File: config.mk
export PLATFORM = sky130hd
export DESIGN_NAME = dmem_arbiter
export DESIGN_NICKNAME = d
export VERILOG_FILES = /design/src/rtl/dmem_arbiter.sv
export SDC_FILE = /design/constraint.sdc
export NUM_CORES = 1
export LEC_CHECK = 0
export CAP_MARGIN = 25
export CORE_AREA = 2 2 98 100
export CTS_BUF_LIST = sky130_fd_sc_hd__clkbuf_4 sky130_fd_sc_hd__clkbuf_8 sky130_fd_sc_hd__clkbuf_16
export DETAILED_ROUTE_END_ITERATION = 6
export DIE_AREA = 0 0 100 102
export GPL_ROUTABILITY_DRIVEN = 0
export HOLD_SLACK_MARGIN = 0.15
export PLACE_DENSITY = 0.74
export SYNTH_ARGS = -nofsm -noshare
export SYNTH_HDL_FRONTEND = slang
export SYNTH_SLANG_ARGS = --single-unit
File: constraint.sdc
create_clock -name clk -period 1.85 [get_ports clk]
set_input_delay 0.37 -clock clk [delete_from_list [all_inputs] [get_ports clk]]
set_output_delay 0.37 -clock clk [all_outputs]
set_load 0.005 [all_outputs]
File: src/rtl/dmem_arbiter.sv
// dmem_arbiter
//   Shares the single-port data memory between the CPU MEM stage (fed from the
//   EX/MEM pipeline register) and a burst DMA requester. The CPU has priority;
//   the DMA side is protected from starvation by a wait counter that forces a
//   grant after MAX_WAIT contended cycles. While the DMA owns memory, any CPU
//   access is stalled through cpu_stall.
//
// Ports
//   clk, rst      rising-edge clock; asynchronous active-high reset
//   cpu_rd/wr     MEM-stage load / store request
//   cpu_addr      MEM-stage word address
//   cpu_wdata     MEM-stage store data
//   cpu_rdata     load data (mem_rdata passthrough, valid one cycle after the load)
//   cpu_stall     CPU access present but not serviced this cycle
//   dma_req       DMA request / beat valid
//   dma_we        DMA beat is a write
//   dma_addr      DMA beat address
//   dma_wdata     DMA beat write data
//   dma_gnt       DMA owns memory this cycle (decoded FSM state, doubles as debug view)
//   dma_rdata     DMA read data (mem_rdata passthrough)
//   dma_rvalid    dma_rdata valid, one cycle after a DMA read beat
//   dma_done      one-cycle pulse in the cycle after a grant ends
//   mem_addr      memory word address
//   mem_we        memory write enable
//   mem_wdata     memory write data
//   mem_rdata     memory read data, one-cycle synchronous read latency
//
// DMA handshake: dma_req is the valid and dma_gnt is the ready. A beat transfers
// in every cycle where both are high; dma_req low while granted ends the burst
// without a transfer. The DMA must hold its beat (address/data/we) until it sees
// dma_gnt.

module dmem_arbiter #(
    parameter int ADDR_W    = 16,
    parameter int DATA_W    = 32,
    parameter int BURST_LEN = 8,
    parameter int MAX_WAIT  = 4
) (
    input  logic              clk,
    input  logic              rst,
    input  logic              cpu_rd,
    input  logic              cpu_wr,
    input  logic [ADDR_W-1:0] cpu_addr,
    input  logic [DATA_W-1:0] cpu_wdata,
    output logic [DATA_W-1:0] cpu_rdata,
    output logic              cpu_stall,
    input  logic              dma_req,
    input  logic              dma_we,
    input  logic [ADDR_W-1:0] dma_addr,
    input  logic [DATA_W-1:0] dma_wdata,
    output logic              dma_gnt,
    output logic [DATA_W-1:0] dma_rdata,
    output logic              dma_rvalid,
    output logic              dma_done,
    output logic [ADDR_W-1:0] mem_addr,
    output logic              mem_we,
    output logic [DATA_W-1:0] mem_wdata,
    input  logic [DATA_W-1:0] mem_rdata
);

    localparam int WAIT_W = $clog2(MAX_WAIT + 1);
    localparam int BEAT_W = (BURST_LEN > 1) ? $clog2(BURST_LEN) : 1;
    localparam logic [WAIT_W-1:0] WAIT_MAX  = WAIT_W'(MAX_WAIT);
    localparam logic [BEAT_W-1:0] BEAT_LAST = BEAT_W'(BURST_LEN - 1);

    typedef enum logic {
        ST_CPU = 1'b0,
        ST_DMA = 1'b1
    } state_t;

    state_t            state;
    state_t            stateNext;
    logic [WAIT_W-1:0] waitCnt;
    logic [WAIT_W-1:0] waitCntNext;
    logic [BEAT_W-1:0] beatCnt;
    logic [BEAT_W-1:0] beatCntNext;
    logic              doneNext;
    logic              rvalidNext;

    logic cpuAcc;
    logic beat;
    logic waitExpired;
    logic lastBeat;

    assign cpuAcc      = cpu_rd | cpu_wr;
    assign beat        = (state == ST_DMA) & dma_req;
    assign waitExpired = (waitCnt == WAIT_MAX);
    assign lastBeat    = (beatCnt == BEAT_LAST);

    // Next-state logic. The CPU access in the cycle that decides a grant is
    // still serviced; ownership changes only at the following edge.
    always_comb begin
        stateNext   = state;
        waitCntNext = waitCnt;
        beatCntNext = beatCnt;
        doneNext    = 1'b0;
        case (state)
            ST_CPU: begin
                if (dma_req & (~cpuAcc | waitExpired)) begin
                    stateNext   = ST_DMA;
                    waitCntNext = '0;
                    beatCntNext = '0;
                end else if (dma_req & cpuAcc) begin
                    // Only reached while waitCnt < MAX_WAIT, so this cannot wrap.
                    waitCntNext = waitCnt + WAIT_W'(1);
                end
            end
            ST_DMA: begin
                if (!dma_req) begin
                    // Early end: no beat this cycle.
                    stateNext   = ST_CPU;
                    doneNext    = 1'b1;
                    waitCntNext = '0;
                end else if (lastBeat) begin
                    // Final beat is serviced in this cycle.
                    stateNext   = ST_CPU;
                    doneNext    = 1'b1;
                    waitCntNext = '0;
                end else begin
                    beatCntNext = beatCnt + BEAT_W'(1);
                end
            end
            default: stateNext = ST_CPU;
        endcase
    end

    assign rvalidNext = beat & ~dma_we;

    always_ff @(posedge clk or posedge rst) begin
        if (rst) begin
            state      <= ST_CPU;
            waitCnt    <= '0;
            beatCnt    <= '0;
            dma_done   <= 1'b0;
            dma_rvalid <= 1'b0;
        end else begin
            state      <= stateNext;
            waitCnt    <= waitCntNext;
            beatCnt    <= beatCntNext;
            dma_done   <= doneNext;
            dma_rvalid <= rvalidNext;
        end
    end

    assign dma_gnt   = (state == ST_DMA);
    assign cpu_stall = dma_gnt & cpuAcc;
    assign cpu_rdata = mem_rdata;
    assign dma_rdata = mem_rdata;

    // Memory port mux: owner drives address and data; in DMA state the write
    // enable is qualified by a real beat so idle grant cycles never write.
    always_comb begin
        mem_addr  = cpu_addr;
        mem_wdata = cpu_wdata;
        mem_we    = cpu_wr;
        if (state == ST_DMA) begin
            mem_addr  = dma_addr;
            mem_wdata = dma_wdata;
            mem_we    = beat & dma_we;
        end
    end

endmodule
## Word-level counts from Yosys, hierarchy flattened

Index checks and enable logic that the tools add are counted.

| cells by class | value |
|---|---|
| add/subtract/negate cells | 2 |
| equality and inequality tests | 7 |
| multiplexer cells | 19 |
| bitwise operators | 11 |
| reduce and logical (&&, ||, !) cells | 2 |

Operators with widths:

| cell | number |
|---|---|
| $mux W32 | 1 |
| $mux W3 | 7 |
| $mux W16 | 1 |
| $pmux W3 S2 | 2 |
| $mux W1 | 7 |
| $add A3 B1 Y3 const B | 2 |
| $and A1 B1 Y1 | 6 |
| $eq A3 B3 Y1 const B | 2 |
| $ne A2 B2 Y1 const B | 3 |
| $ne A3 B2 Y1 const B | 1 |
| $ne A3 B3 Y1 const B | 1 |
| $not A1 Y1 | 3 |
| $reduce_and A3 Y1 | 1 |
| $or A1 B1 Y1 | 2 |
| $pmux W1 S2 | 1 |
| $reduce_and A2 Y1 | 1 |

| storage, ports and cells | value |
|---|---|
| register bits | 9 |
| input bits | 134 |
| output and inout bits | 117 |

## Depth between registers and ports, before layout

Gate-level depths: netlist of the first run.

| logic depth | value |
|---|---|
| word-level depth | 6 |
| depth in mapped cells | 5 |

## Worst setup path before layout of the first run

OpenSTA, ideal clock, no wires.

| timing path | value |
|---|---|
| path type | reg2out |
| start | register state, in the netlist dma_gnt |
| end | output mem_wdata[18] |
| arrival | 1,092 ps |
| data required time | 1,480 ps |
| slack | 388 ps |
| cell stages (with the launch flop) | 5 |
| cells stage by stage | dfrtp_1 buf_4 buf_8 buf_6 mux2_4 |

| between the ends | value |
|---|---|
| longest elaborated chain between the ends | 1 |

Ends and longest elaborated chain:

| element | line | RTL |
|---|---|---|
| from (decl) | 71 | `state_t state;` |
| from (signal assigned) | 137 | `state <= stateNext;` |
| $mux W32 | 156 | `if (state == ST_DMA) begin` |
| to (decl) | 57 | `output logic [DATA_W-1:0] mem_wdata,` |

No other way between the ends.

## Final worst setup path of the first run

| timing path | value |
|---|---|
| start | register state, in the netlist dma_gnt |
| end | output mem_wdata[29] |

The elaborated chain is that of the path after synthesis.

==> PnR_summary.wiki, run 1 <==
{| class="wikitable"
! Metric !! Value
|-
| Maximum count of clock buffers along a single path || 2
|-
| Die ar. || between 0.01 and 0.015 sq mm
|-
| Arr. time, crit path || around 1.6 ns
|-
| Synthesized area per cell || 9.78 sq um
|-
| Fin Setup TNS || -0.348 ns
|-
| Final count of hold timing violations || 0
|-
| Total Nets Final || 403
|-
| Worst min path class || in2async
|-
| Via density per instance || 4.07
|-
| Sequential share of the synthesized area || 0.140
|-
| Floorplan die width || 100 um
|-
| I/O pins || 251
|-
| HPWL reported at the end of detailed placement || between 5 and 6 mm
|-
| Number of inserted diodes || 0
|-
| Wire length of the first global-routing pass || 7.99 mm
|-
| Total of warnings raised by yosys || 0
|-
| Global router's overall resource usage || 0.103
|-
| Area share of the largest cell type after synthesis || 0.302
|-
| Die height || 102 um
|-
| Combined buffer and inverter count along the critical path || 3
|-
| Setup crit start kind || flop
|-
| Initial antenna violation count || 0
|-
| Mean routed wirelength per cell || 16.7 um
|-
| Endpoint class of the critical path || primary output
|-
| TritonCTS clock tree || done
|-
| Critical path peak fanout || 12
|-
| Kind of cell with the highest combined delay on the critical path || buffers and inverters
|-
| Pin count of the biggest net entering global routing || 38
|-
| I/O Buffers || 154
|-
| Largest cells by area after synthesis || sky130_fd_sc_hd__buf_4, sky130_fd_sc_hd__mux2_2, sky130_fd_sc_hd__dfrtp_1, sky130_fd_sc_hd__mux2_4, sky130_fd_sc_hd__a22o_1
|-
| Area of the mapped netlist || 0.00161 sq mm
|-
| Setup clock skew after layout || 0.00267 ns
|-
| Worst-path cell with the longest stage delay || sky130_fd_sc_hd__dfrtp_2
|-
| Detailed-route via count || 1526
|-
| Final setup vio count || 7
|-
| Number of max-slew violations in the final report || 0
|-
| Gate count after technology mapping || 165
|-
| Tot Pwr || 1.65 mW
|-
| Initial DRC Count || 18
|-
| Cell row count || 35
|-
| Area Growth Syn to Fin || 81.3%
|-
| GRT overflow || 0
|-
| Cts bufs inserted || 3
|-
| Yosys top cell by area || sky130_fd_sc_hd__buf_4
|-
| Initial Utilization || 0.177
|-
| Slew headroom || 0.762
|-
| Number of global-route vias before repair || 1556
|-
| Root buffer cell || sky130_fd_sc_hd__clkbuf_8
|-
| Run status || complete, but fails checks
|-
| Critical Path Max Stage Delay || 0.44 ns
|-
| Maximum clock frequency || 0.519 GHz
|-
| DRC Markers || 0
|-
| Violated checks || setup timing
|-
| H-tree levels || 1
|-
| Source-to-sink clock delay at the later pin of the worst-skew pair || 0.23 ns
|-
| Final period demand of the worst path || 1.93 ns
|-
| Setup CP Type || reg2out
|-
| Antenna Violating Nets Remaining || 0
|-
| Period Utilization, post-route || 1.04
|-
| Worst supply voltage drop on vdd || 0.287 mV
|-
| Aggregate routed wire length || around 6.3 mm
|-
| Number of nets in the synthesized netlist || 303
|-
| Flops & latches, synth || 9
|-
| Total of max-cap violations || 0
|-
| Static power due to leakage || 1.33 nW
|-
| Data required time of the worst path || 1.48 ns
|-
| Power density over the cells || approximately 570 mW/mm^2
|-
| Clock Pin Slew Worst Setup and Hold Paths || 0.05 ns
|-
| Area of the core || 0.00911 sq mm
|-
| Fraction of final layout cells sized beyond drive strength 1 || 0.288
|-
| Number of buffers inserted for hold repair after clock tree synthesis || 0
|-
| Slew @ Worst Pin || 0.356 ns
|-
| Setup repair after global routing missed its margin || true
|-
| Sinks on Clock Net || 9
|-
| Post-synth cell types || 27
|-
| Crit path cell chain || buf_4, clkbuf_16, mux2_1, dlygate4sd2_1
|-
| Setup slack after layout || -0.0771 ns
|-
| Initial DRT Pass Iterations || 3
|}
cell usage in the layout (no fill, tap or decap), types with 2 or more instances in the layout:
cell / Yosys / routed
sky130_fd_sc_hd__a22o_1: 6 / 6
sky130_fd_sc_hd__and2_1: 2 / 2
sky130_fd_sc_hd__buf_12: 0 / 2
sky130_fd_sc_hd__buf_4: 65 / 10
sky130_fd_sc_hd__clkbuf_2: 0 / 9
sky130_fd_sc_hd__clkbuf_8: 0 / 3
sky130_fd_sc_hd__clkdlybuf4s15_1: 0 / 10
sky130_fd_sc_hd__clkdlybuf4s50_1: 0 / 104
sky130_fd_sc_hd__dfrtp_1: 9 / 8
sky130_fd_sc_hd__dlygate4sd2_1: 0 / 21
sky130_fd_sc_hd__dlymetal6s2s_1: 0 / 10
sky130_fd_sc_hd__ha_1: 4 / 4
sky130_fd_sc_hd__inv_1: 4 / 4
sky130_fd_sc_hd__mux2_2: 37 / 28
sky130_fd_sc_hd__mux2_4: 10 / 19
sky130_fd_sc_hd__nand2_1: 3 / 3
sky130_fd_sc_hd__nor2_1: 2 / 2
sky130_fd_sc_hd__nor2b_1: 2 / 2
sky130_fd_sc_hd__o21ai_0: 2 / 2
layer usage:
metal,track usage,up-vias,share of wire
li1,-,697,-
met5,0,-,0
met4,0.0242,0,0.011
met1,0.115,689,0.36
met2,0.189,126,0.52
met3,0.0356,14,0.11
per-stage QoR:
stage / instance area (sq um) / util / cells / setup slack [ns] / hold WS (ns)
2_1_floorplan: 1610 / - / 165 / 0.388 / 0.198
3_3_place_gp: 2810 / 0.309 / 363 / -0.116 / 0.502
3_5_place_dp: 2810 / 0.309 / 363 / -0.112 / 0.519
5_1_grt: 2930 / 0.321 / 375 / -0.123 / 0.459
4_1_cts: 2820 / 0.310 / 367 / -0.230 / 0.407
6_report: 2930 / 0.321 / 375 / -0.0771 / 0.401
what timing repair did:
action                                  CTS  global route
setup buffers                             0             7
gates cloned                              0             1
gates resized for setup                  46            41
endpoints found under the setup margin   50            35
registers in the layout (all words and copies together) (netlist names):
name	count
beatCnt	3
dma_rvalid	1
waitCnt	3
dma_done	1
dma_gnt	1
area by class of cell:
| cell class | count | area, sq um |
|---|---|---|
| Clock buffer | 4 | 48.8 |
| Fill cell | 944 | 6180 |
| Inverter | 4 | 15.0 |
| Multi-Input combinational cell | 80 | 862 |
| Sequential cell | 9 | 226 |
| Tap cell | 111 | 139 |
| Timing Repair Buffer | 167 | 1640 |
logic make-up (layout without fill, tap and decap cells):
logic type / count (synthesis) / after routing / share of synthesized area
buffers and inverters: 76 / 175 / 0.347
adder cells (fa/ha/maj): 4 / 4 / 0.0310
flip-flops: 9 / 9 / 0.140
AO/OA/AOI/OAI: 14 / 14 / 0.0752
multiplexers: 49 / 49 / 0.364
AND/OR/NAND/NOR: 13 / 13 / 0.0426
power by group:
group / internal [mW] / total (mW) / switching, mW
Sequential: 0.258 / 0.314 / 0.0565
Combinational: 0.724 / 1.10 / 0.372
Clock: 0.165 / 0.243 / 0.0786
Total: 1.15 / 1.65 / 0.507
worst paths after layout:
| path | startpoint | endpoint | slack, ns | depth (start not counted) |
|---|---|---|---|---|
| min in group clk | beatCnt[2]$_DFFE_PP0P_ | beatCnt[2]$_DFFE_PP0P_ | 0.54 | 1 |
| hold / removal | rst | waitCnt[0]$_DFFE_PP0P_ | 0.40 | 2 |
| setup reg to reg | beatCnt[0]$_DFFE_PP0P_ | waitCnt[0]$_DFFE_PP0P_ | 0.30 | 5 |
| max in group asynchronous | rst | dma_gnt$_DFF_PP0_ | 1.17 | 2 |
| setup / recovery | dma_gnt$_DFF_PP0_ | mem_wdata[29] | -0.08 | 4 |
| hold reg to reg | beatCnt[2]$_DFFE_PP0P_ | beatCnt[2]$_DFFE_PP0P_ | 0.54 | 1 |
cell usage after synthesis, drive strengths merged:
cell    number
a211o        1
a21oi        1
a22o         6
a32o         1
and2         2
buf         72
dfrtp        9
ha           4
inv          4
mux2        48
mux2i        1
nand2        3
nand2b       1
nand3        1
nor2         2
nor2b        2
nor3         1
nor4b        1
o21a         1
o21ai        3
o21bai       1
Power figures use the tool's default switching activity.
==> run 2: changes to the inputs <==
--- a/config.mk
+++ b/config.mk
@@ -12,7 +12,7 @@
 export DIE_AREA = 0 0 100 102
 export GPL_ROUTABILITY_DRIVEN = 0
 export HOLD_SLACK_MARGIN = 0.15
-export PLACE_DENSITY = 0.74
+export PLACE_DENSITY = 0.66
 export SYNTH_ARGS = -nofsm -noshare
 export SYNTH_HDL_FRONTEND = slang
 export SYNTH_SLANG_ARGS = --single-unit
==> run 2 against run 1 <==
Compared with the run above: the run still ends with setup timing left; final area is 2.4% higher; sequential share of layout area is 0.18 points lower; global-route usage is 1.1 points higher; critical path depth stayed put; critical path type unchanged; largest cell class unchanged.
==> PnR_summary.wiki, run 2 (synthesis gave the netlist of run 1 again) <==
{| class="wikitable"
! Metric !! Value
|-
| Run status || complete, but fails checks
|-
| Violated checks || setup timing
|-
| Static power due to leakage || 1.33 nW (-0.24%)
|-
| Slew headroom || 0.772 (+0.00966)
|-
| R2r startpoint || beatCnt[0]$_DFFE_PP0P_
|-
| Top layer in use || met4
|-
| Sinks on Clock Net || 9 (unchanged)
|-
| Wire length of the first global-routing pass || 8.69 mm (+8.8%)
|-
| Die height || 102 um (unchanged)
|-
| TritonCTS clock tree || done
|-
| Data required time of the worst path || 1.48 ns (about the same)
|-
| Mean routed wirelength per cell || 16.7 um (-0.42%)
|-
| Highest-count cells in the layout ignoring fill and taps || sky130_fd_sc_hd__clkdlybuf4s50_1, sky130_fd_sc_hd__mux2_2, sky130_fd_sc_hd__buf_6
|-
| Worst setup startpoint || dma_gnt$_DFF_PP0_
|-
| Cell depth of the worst flop-to-flop path || 5 (unchanged)
|-
| Period Utilization, post-route || 1.01 (-0.0283)
|-
| Initial Utilization || 0.177 (unchanged)
|-
| Setup crit start kind || flop
|-
| Maximum clock frequency || 0.533 GHz (+2.8%)
|-
| Initial DRT Pass Iterations || 4 (+1)
|-
| Floorplan die width || 100 um (unchanged)
|-
| Final count of hold timing violations || 0 (unchanged)
|-
| Maximum count of clock buffers along a single path || 2 (unchanged)
|-
| H-tree levels || 1 (unchanged)
|-
| Worst reg2reg endpoint || waitCnt[0]$_DFFE_PP0P_
|-
| Cts bufs inserted || 3 (unchanged)
|-
| Sw Ratio || 0.308 (+0.00127)
|-
| Detailed-route via count || 1541 (+0.98%)
|-
| Clock network fraction of design power || 0.133 (-0.014)
|-
| Antenna Violating Nets Remaining || 0 (unchanged)
|-
| Fraction of final layout cells sized beyond drive strength 1 || 0.455 (+0.167)
|-
| Number of max-slew violations in the final report || 0 (unchanged)
|-
| Post-route met1 wirelength || 2.51 mm (+11%)
|-
| GRT overflow || 0 (unchanged)
|-
| Internal cell power || 1.26 mW (+9.9%)
|-
| Setup CP Type || reg2out
|-
| Arr. time, crit path || 1.50 ns (-0.06 ns)
|-
| Sequential Power Share || 0.172 (-0.018)
|-
| Source-to-sink clock delay at the later pin of the worst-skew pair || 0.23 ns (about the same)
|-
| Met2 Wirelength || 3.09 mm (-4.3%)
|-
| Die ar. || 0.0102 sq mm (unchanged)
|-
| Via density per instance || 3.97 (-2.4%)
|-
| HPWL reported at the end of detailed placement || 4.84 mm (-3.7%)
|-
| Final setup vio count || 8 (+1)
|-
| Count of filler cells inserted in the layout || 961 (+1.8%)
|-
| Area Growth Syn to Fin || 85.7%
|-
| Post-placement setup slack || -0.151 ns (-0.0385 ns)
|-
| Pin count of the biggest net entering global routing || 16 (-58%)
|-
| Final period demand of the worst path || 1.87 ns (-0.0524 ns)
|-
| Root buffer cell || sky130_fd_sc_hd__clkbuf_8
|-
| Power density over the cells || 607 mW/mm^2 (+7.5%)
|-
| Worst min path class || in2async
|-
| Global router's overall resource usage || 0.114 (+0.0105)
|-
| Cell row count || 35 (unchanged)
|-
| Aggregate routed wire length || 6.46 mm (+3.0%)
|-
| Area of the core || 0.00911 sq mm (unchanged)
|-
| Total Nets Final || 416 (+3.2%)
|-
| Worst supply voltage drop on vdd || 0.244 mV (-15%)
|-
| Comb pwr share || 0.695 (+0.032)
|-
| I/O Buffers || 154 (unchanged)
|-
| I/O pins || 251 (unchanged)
|-
| Number of inserted diodes || 0 (unchanged)
|-
| Initial DRC Count || 18 (unchanged)
|-
| Top flop regs || beatCnt: 3 flops, waitCnt: 3 flops
|-
| WHS || 0.396 ns (-0.00578 ns)
|-
| Setup repair after global routing missed its margin || true
|-
| Most common cell after layout, fill and taps aside || sky130_fd_sc_hd__clkdlybuf4s50_1
|-
| Total of max-cap violations || 0 (unchanged)
|-
| Slew @ Worst Pin || 0.342 ns (-0.0145 ns)
|-
| Number of buffers inserted for hold repair after clock tree synthesis || 0 (unchanged)
|-
| Met3 layer wire length in the routed design || 774 um (+9.0%)
|-
| Flop2flop setup slack || 0.28 ns (-0.02 ns)
|-
| Fin Setup TNS || -0.123 ns (+0.224 ns)
|-
| Critical path peak fanout || 15 (+3)
|-
| Setup clock skew after layout || 0.00505 ns (+0.00238 ns)
|-
| Initial antenna violation count || 0 (unchanged)
|-
| Switching power total || 0.561 mW (+11%)
|-
| Number of global-route vias before repair || 1607 (+3.3%)
|-
| Endpoint class of the critical path || primary output
|-
| DRC Markers || 0 (unchanged)
|-
| Setup slack after layout || -0.0247 ns (+0.0524 ns)
|-
| Clock Pin Slew Worst Setup and Hold Paths || 0.05 ns (about the same)
|}
[run 2: changes by cell type in the layout (fill, tap and decap cells not counted), sizes merged]
cell           previous run  this run
buf                      12        57
dlymetal6s2s             10         0
dlygate4sd2              21         5
clkdlybuf4s50           104       103
clkdlybuf4s15            10         0
clkbuf                   14        19
[run 2: worst max path at each step]
stage	to	slack (ns)	cells past startpoint
after detailed placement	mem_we	-0.15	4
after global routing	mem_wdata[14]	-0.08	4
after CTS	mem_addr[6]	-0.1	6
after floorplan	mem_wdata[18]	0.39	4
final	mem_wdata[14]	-0.02	4
after global placement	mem_we	-0.15	4
[run 2: cell type report]
| cell class | count | area [sq um] | share of cell area |
|---|---|---|---|
| clock buffer | 4 | 48.8 | 0.0163 |
| multi-input combinational | 80 | 855 | 0.285 |
| tap | 111 | 139 | 0.0463 |
| sequential | 9 | 226 | 0.0755 |
| inverter | 4 | 15.0 | 0.00501 |
| timing repair buffer | 180 | 1710 | 0.572 |
[run 2: power groups by stage]
stage / combinational (mW) / clock [mW] / sequential [mW]
CTS: 1.29 / 0.244 / 0.312
global route: 1.38 / 0.257 / 0.325
detailed placement: 1.12 / 0 / 0.315
floorplan: 0.610 / 0 / 0.299
global placement: 1.10 / 0 / 0.310
finish: 1.27 / 0.242 / 0.313
[run 2: metrics by stage]
stage,total power [mW],util,std cells,instance area (sq um)
2_1_floorplan,0.909,-,165,1610
3_3_place_gp,1.41,0.309,363,2810
3_5_place_dp,1.44,0.309,363,2810
4_1_cts,1.84,0.334,386,3040
5_1_grt,1.96,0.329,388,3000
6_report,1.82,0.329,388,3000
[run 2: critical path, cell delays in order, from the launching register on]
cell and delay, ns:
sky130_fd_sc_hd__dfrtp_2 0.40, sky130_fd_sc_hd__buf_4 0.15, sky130_fd_sc_hd__buf_16 0.14, sky130_fd_sc_hd__mux2_2 0.33, sky130_fd_sc_hd__dlygate4sd2_1 0.26
[run 2: per-layer routing]
| metal | global-route usage | vias to the layer above |
|---|---|---|
| met1 | 0.135 | 685 |
| met3 | 0.0363 | 11 |
| met5 | 0 | - |
| li1 | - | 725 |
| met4 | 0.0263 | 0 |
| met2 | 0.201 | 120 |
[run 2: what timing repair did]
item                                    in CTS  in global routing
gates cloned                                 4                  1
endpoints found under the setup margin      50                 38
resized for setup                          169                 39
setup buffers                               15                  4
==> run 3: changes to the inputs <==
==> constraint.sdc (replaced) <==
create_clock -name clk -period 1.9 [get_ports clk]
set_input_delay 0.38 -clock clk [delete_from_list [all_inputs] [get_ports clk]]
set_output_delay 0.38 -clock clk [all_outputs]
set_load 0.005 [all_outputs]
==> run 3 against run 2 <==
Compared with the run above: critical endpoint is now mem_wdata[4]; via count decreased by 3.0%; wire length fell by 8.3%; first-iteration DRC count increased by 17%; flip-flop and latch count is the same; the flow now finishes without violations; utilization down 0.51 points; sequential power fell by 2%; die area unchanged.
==> PnR_summary.wiki, run 3 (synthesis gave the netlist of run 1 again) <==
{| class="wikitable"
! Metric !! Value
|-
| Global router's overall resource usage || 0.100 (-0.0134)
|-
| Worst min path class || in2async
|-
| Floorplan die width || 100 um (unchanged)
|-
| Setup repair after global routing missed its margin || true
|-
| WHS || 0.416 ns (+0.0204 ns)
|-
| Placed Cells || 363 (unchanged)
|-
| Source-to-sink clock delay at the later pin of the worst-skew pair || 0.23 ns (about the same)
|-
| Initial DRT Pass Iterations || 4 (unchanged)
|-
| Power density over the cells || 549 mW/mm^2 (-9.6%)
|-
| Number of global-route vias before repair || 1528 (-4.9%)
|-
| HPWL reported at the end of detailed placement || 4.85 mm (about the same)
|-
| Data required time of the worst path || 1.52 ns (+0.04 ns)
|-
| Top flop regs || beatCnt: 3 flops, waitCnt: 3 flops
|-
| Critical Path Max Stage Delay || 0.42 ns (+0.02 ns)
|-
| Total Nets Final || 405 (-2.6%)
|-
| Post-placement setup slack || -0.120 ns (+0.0314 ns)
|-
| Cell row count || 35 (unchanged)
|-
| Wire length of the first global-routing pass || 7.91 mm (-9.1%)
|-
| Worst supply voltage drop on vdd || 0.327 mV (+34%)
|-
| Maximum clock frequency || 0.533 GHz
|-
| Sinks on Clock Net || 9 (unchanged)
|-
| Setup crit start kind || flop
|-
| Setup CP Type || reg2out
|-
| Setup clock skew after layout || 0.00575 ns (+0.000703 ns)
|-
| Die ar. || 0.0102 sq mm (unchanged)
|-
| Kind of cell with the highest combined delay on the critical path || buffers and inverters
|-
| Detailed-route via count || 1494 (-3.0%)
|-
| Final count of hold timing violations || 0 (unchanged)
|-
| Arr. time, crit path || 1.50 ns (about the same)
|-
| Number of max-slew violations in the final report || 0 (unchanged)
|-
| I/O Buffers || 154 (unchanged)
|-
| Non-filler instance count after layout || 377 (-2.8%)
|-
| Fraction of final layout cells sized beyond drive strength 1 || 0.274 (-0.180)
|-
| Flop2flop setup slack || 0.35 ns (+0.07 ns)
|-
| Fin Setup TNS || 0 ns (+0.123 ns)
|-
| TritonCTS clock tree || done
|-
| Combined buffer and inverter count along the critical path || 2 (-1)
|-
| Worst-path cell with the longest stage delay || sky130_fd_sc_hd__dfrtp_2
|-
| Cell depth of the worst flop-to-flop path || 5 (unchanged)
|-
| Final setup vio count || 0 (-8)
|-
| Tot Pwr || 1.62 mW (-11%)
|-
| Clock Pin Slew Worst Setup and Hold Paths || 0.05 ns (about the same)
|-
| Setup slack after layout || 0.0239 ns (+0.0486 ns)
|-
| Area of the core || 0.00911 sq mm (unchanged)
|-
| Post-route core utilization || 0.324 (-0.00508)
|-
| Slew headroom || 0.763 (-0.00881)
|-
| Period Utilization, post-route || 0.987
|-
| H-tree levels || 1 (unchanged)
|-
| I/O pins || 251 (unchanged)
|-
| Via density per instance || 3.96 (-0.22%)
|-
| Aggregate routed wire length || 5.93 mm (-8.3%)
|-
| Root buffer cell || sky130_fd_sc_hd__clkbuf_8
|-
| Initial Utilization || 0.177 (unchanged)
|-
| Number of inserted diodes || 0 (unchanged)
|-
| Static power due to leakage || 1.31 nW (-1.6%)
|-
| R2r startpoint || beatCnt[0]$_DFFE_PP0P_
|-
| Pin count of the biggest net entering global routing || 31 (+15)
|-
| Slew @ Worst Pin || 0.355 ns (+0.0132 ns)
|-
| DRC Markers || 0 (unchanged)
|-
| Summed area of non-filler cells in the final layout || 0.00295 sq mm (-1.5%)
|-
| Critical path peak fanout || 30 (+15)
|-
| Initial DRC Count || 21 (+3)
|-
| Total of max-cap violations || 0 (unchanged)
|-
| Area Growth Syn to Fin || 82.9%
|-
| Final period demand of the worst path || 1.88 ns
|-
| Initial antenna violation count || 0 (unchanged)
|-
| Highest-count cells in the layout ignoring fill and taps || sky130_fd_sc_hd__clkdlybuf4s50_1, sky130_fd_sc_hd__mux2_2, sky130_fd_sc_hd__dlygate4sd2_1
|-
| GRT overflow || 0 (unchanged)
|-
| Maximum count of clock buffers along a single path || 2 (unchanged)
|-
| Antenna Violating Nets Remaining || 0 (unchanged)
|-
| Endpoint class of the critical path || primary output
|-
| Mean routed wirelength per cell || 15.7 um (-5.6%)
|-
| Run status || finished, final reports clean
|-
| Die height || 102 um (unchanged)
|-
| Crit path cell chain || buf_12, mux2_2, dlygate4sd2_1
|-
| Worst reg2reg endpoint || waitCnt[0]$_DFFE_PP0P_
|-
| Area after DPL || 0.00281 sq mm (unchanged)
|-
| Number of buffers inserted for hold repair after clock tree synthesis || 0 (unchanged)
|-
| Cts bufs inserted || 3 (unchanged)
|-
| Most common cell after layout, fill and taps aside || sky130_fd_sc_hd__clkdlybuf4s50_1
|}
run 3: final cells by class:
| class | instances | area [sq um] |
|---|---|---|
| Clock buffer | 4 | 48.8 |
| Fill cell | 970 | 6160 |
| Inverter | 4 | 15.0 |
| Multi-Input combinational cell | 80 | 847 |
| Sequential cell | 9 | 226 |
| Tap cell | 111 | 139 |
| Timing Repair Buffer | 169 | 1680 |
run 3: per-layer routing:
metal / track usage / part of all wire
met5: 0 / 0
met4: 0.0137 / 0.013
met3: 0.0356 / 0.13
met2: 0.171 / 0.47
met1: 0.125 / 0.39
run 3: worst max-delay path by stage:
stage                 startpoint            end  slack (ns)  cells after the start
2_1_floorplan  dma_gnt$_DFF_PP0_  mem_wdata[18]        0.43                      4
3_3_place_gp              dma_we         mem_we       -0.12                      4
3_5_place_dp              dma_we         mem_we       -0.12                      4
4_1_cts        dma_gnt$_DFF_PP0_  mem_wdata[11]       -0.19                      3
5_1_grt        dma_gnt$_DFF_PP0_   mem_wdata[2]       -0.02                      3
6_report       dma_gnt$_DFF_PP0_   mem_wdata[4]        0.02                      3
run 3: power by group:
group          total, mW  internal, mW  switching [mW]
clock network      0.230         0.160          0.0702
logic               1.08         0.718           0.364
registers          0.308         0.251          0.0568
run 3: timing repair:
item | in CTS | in global routing
endpoints found under the setup margin | 49 | 18
gates cloned | 0 | 2
setup buffers | 0 | 8
gates resized for setup | 48 | 33
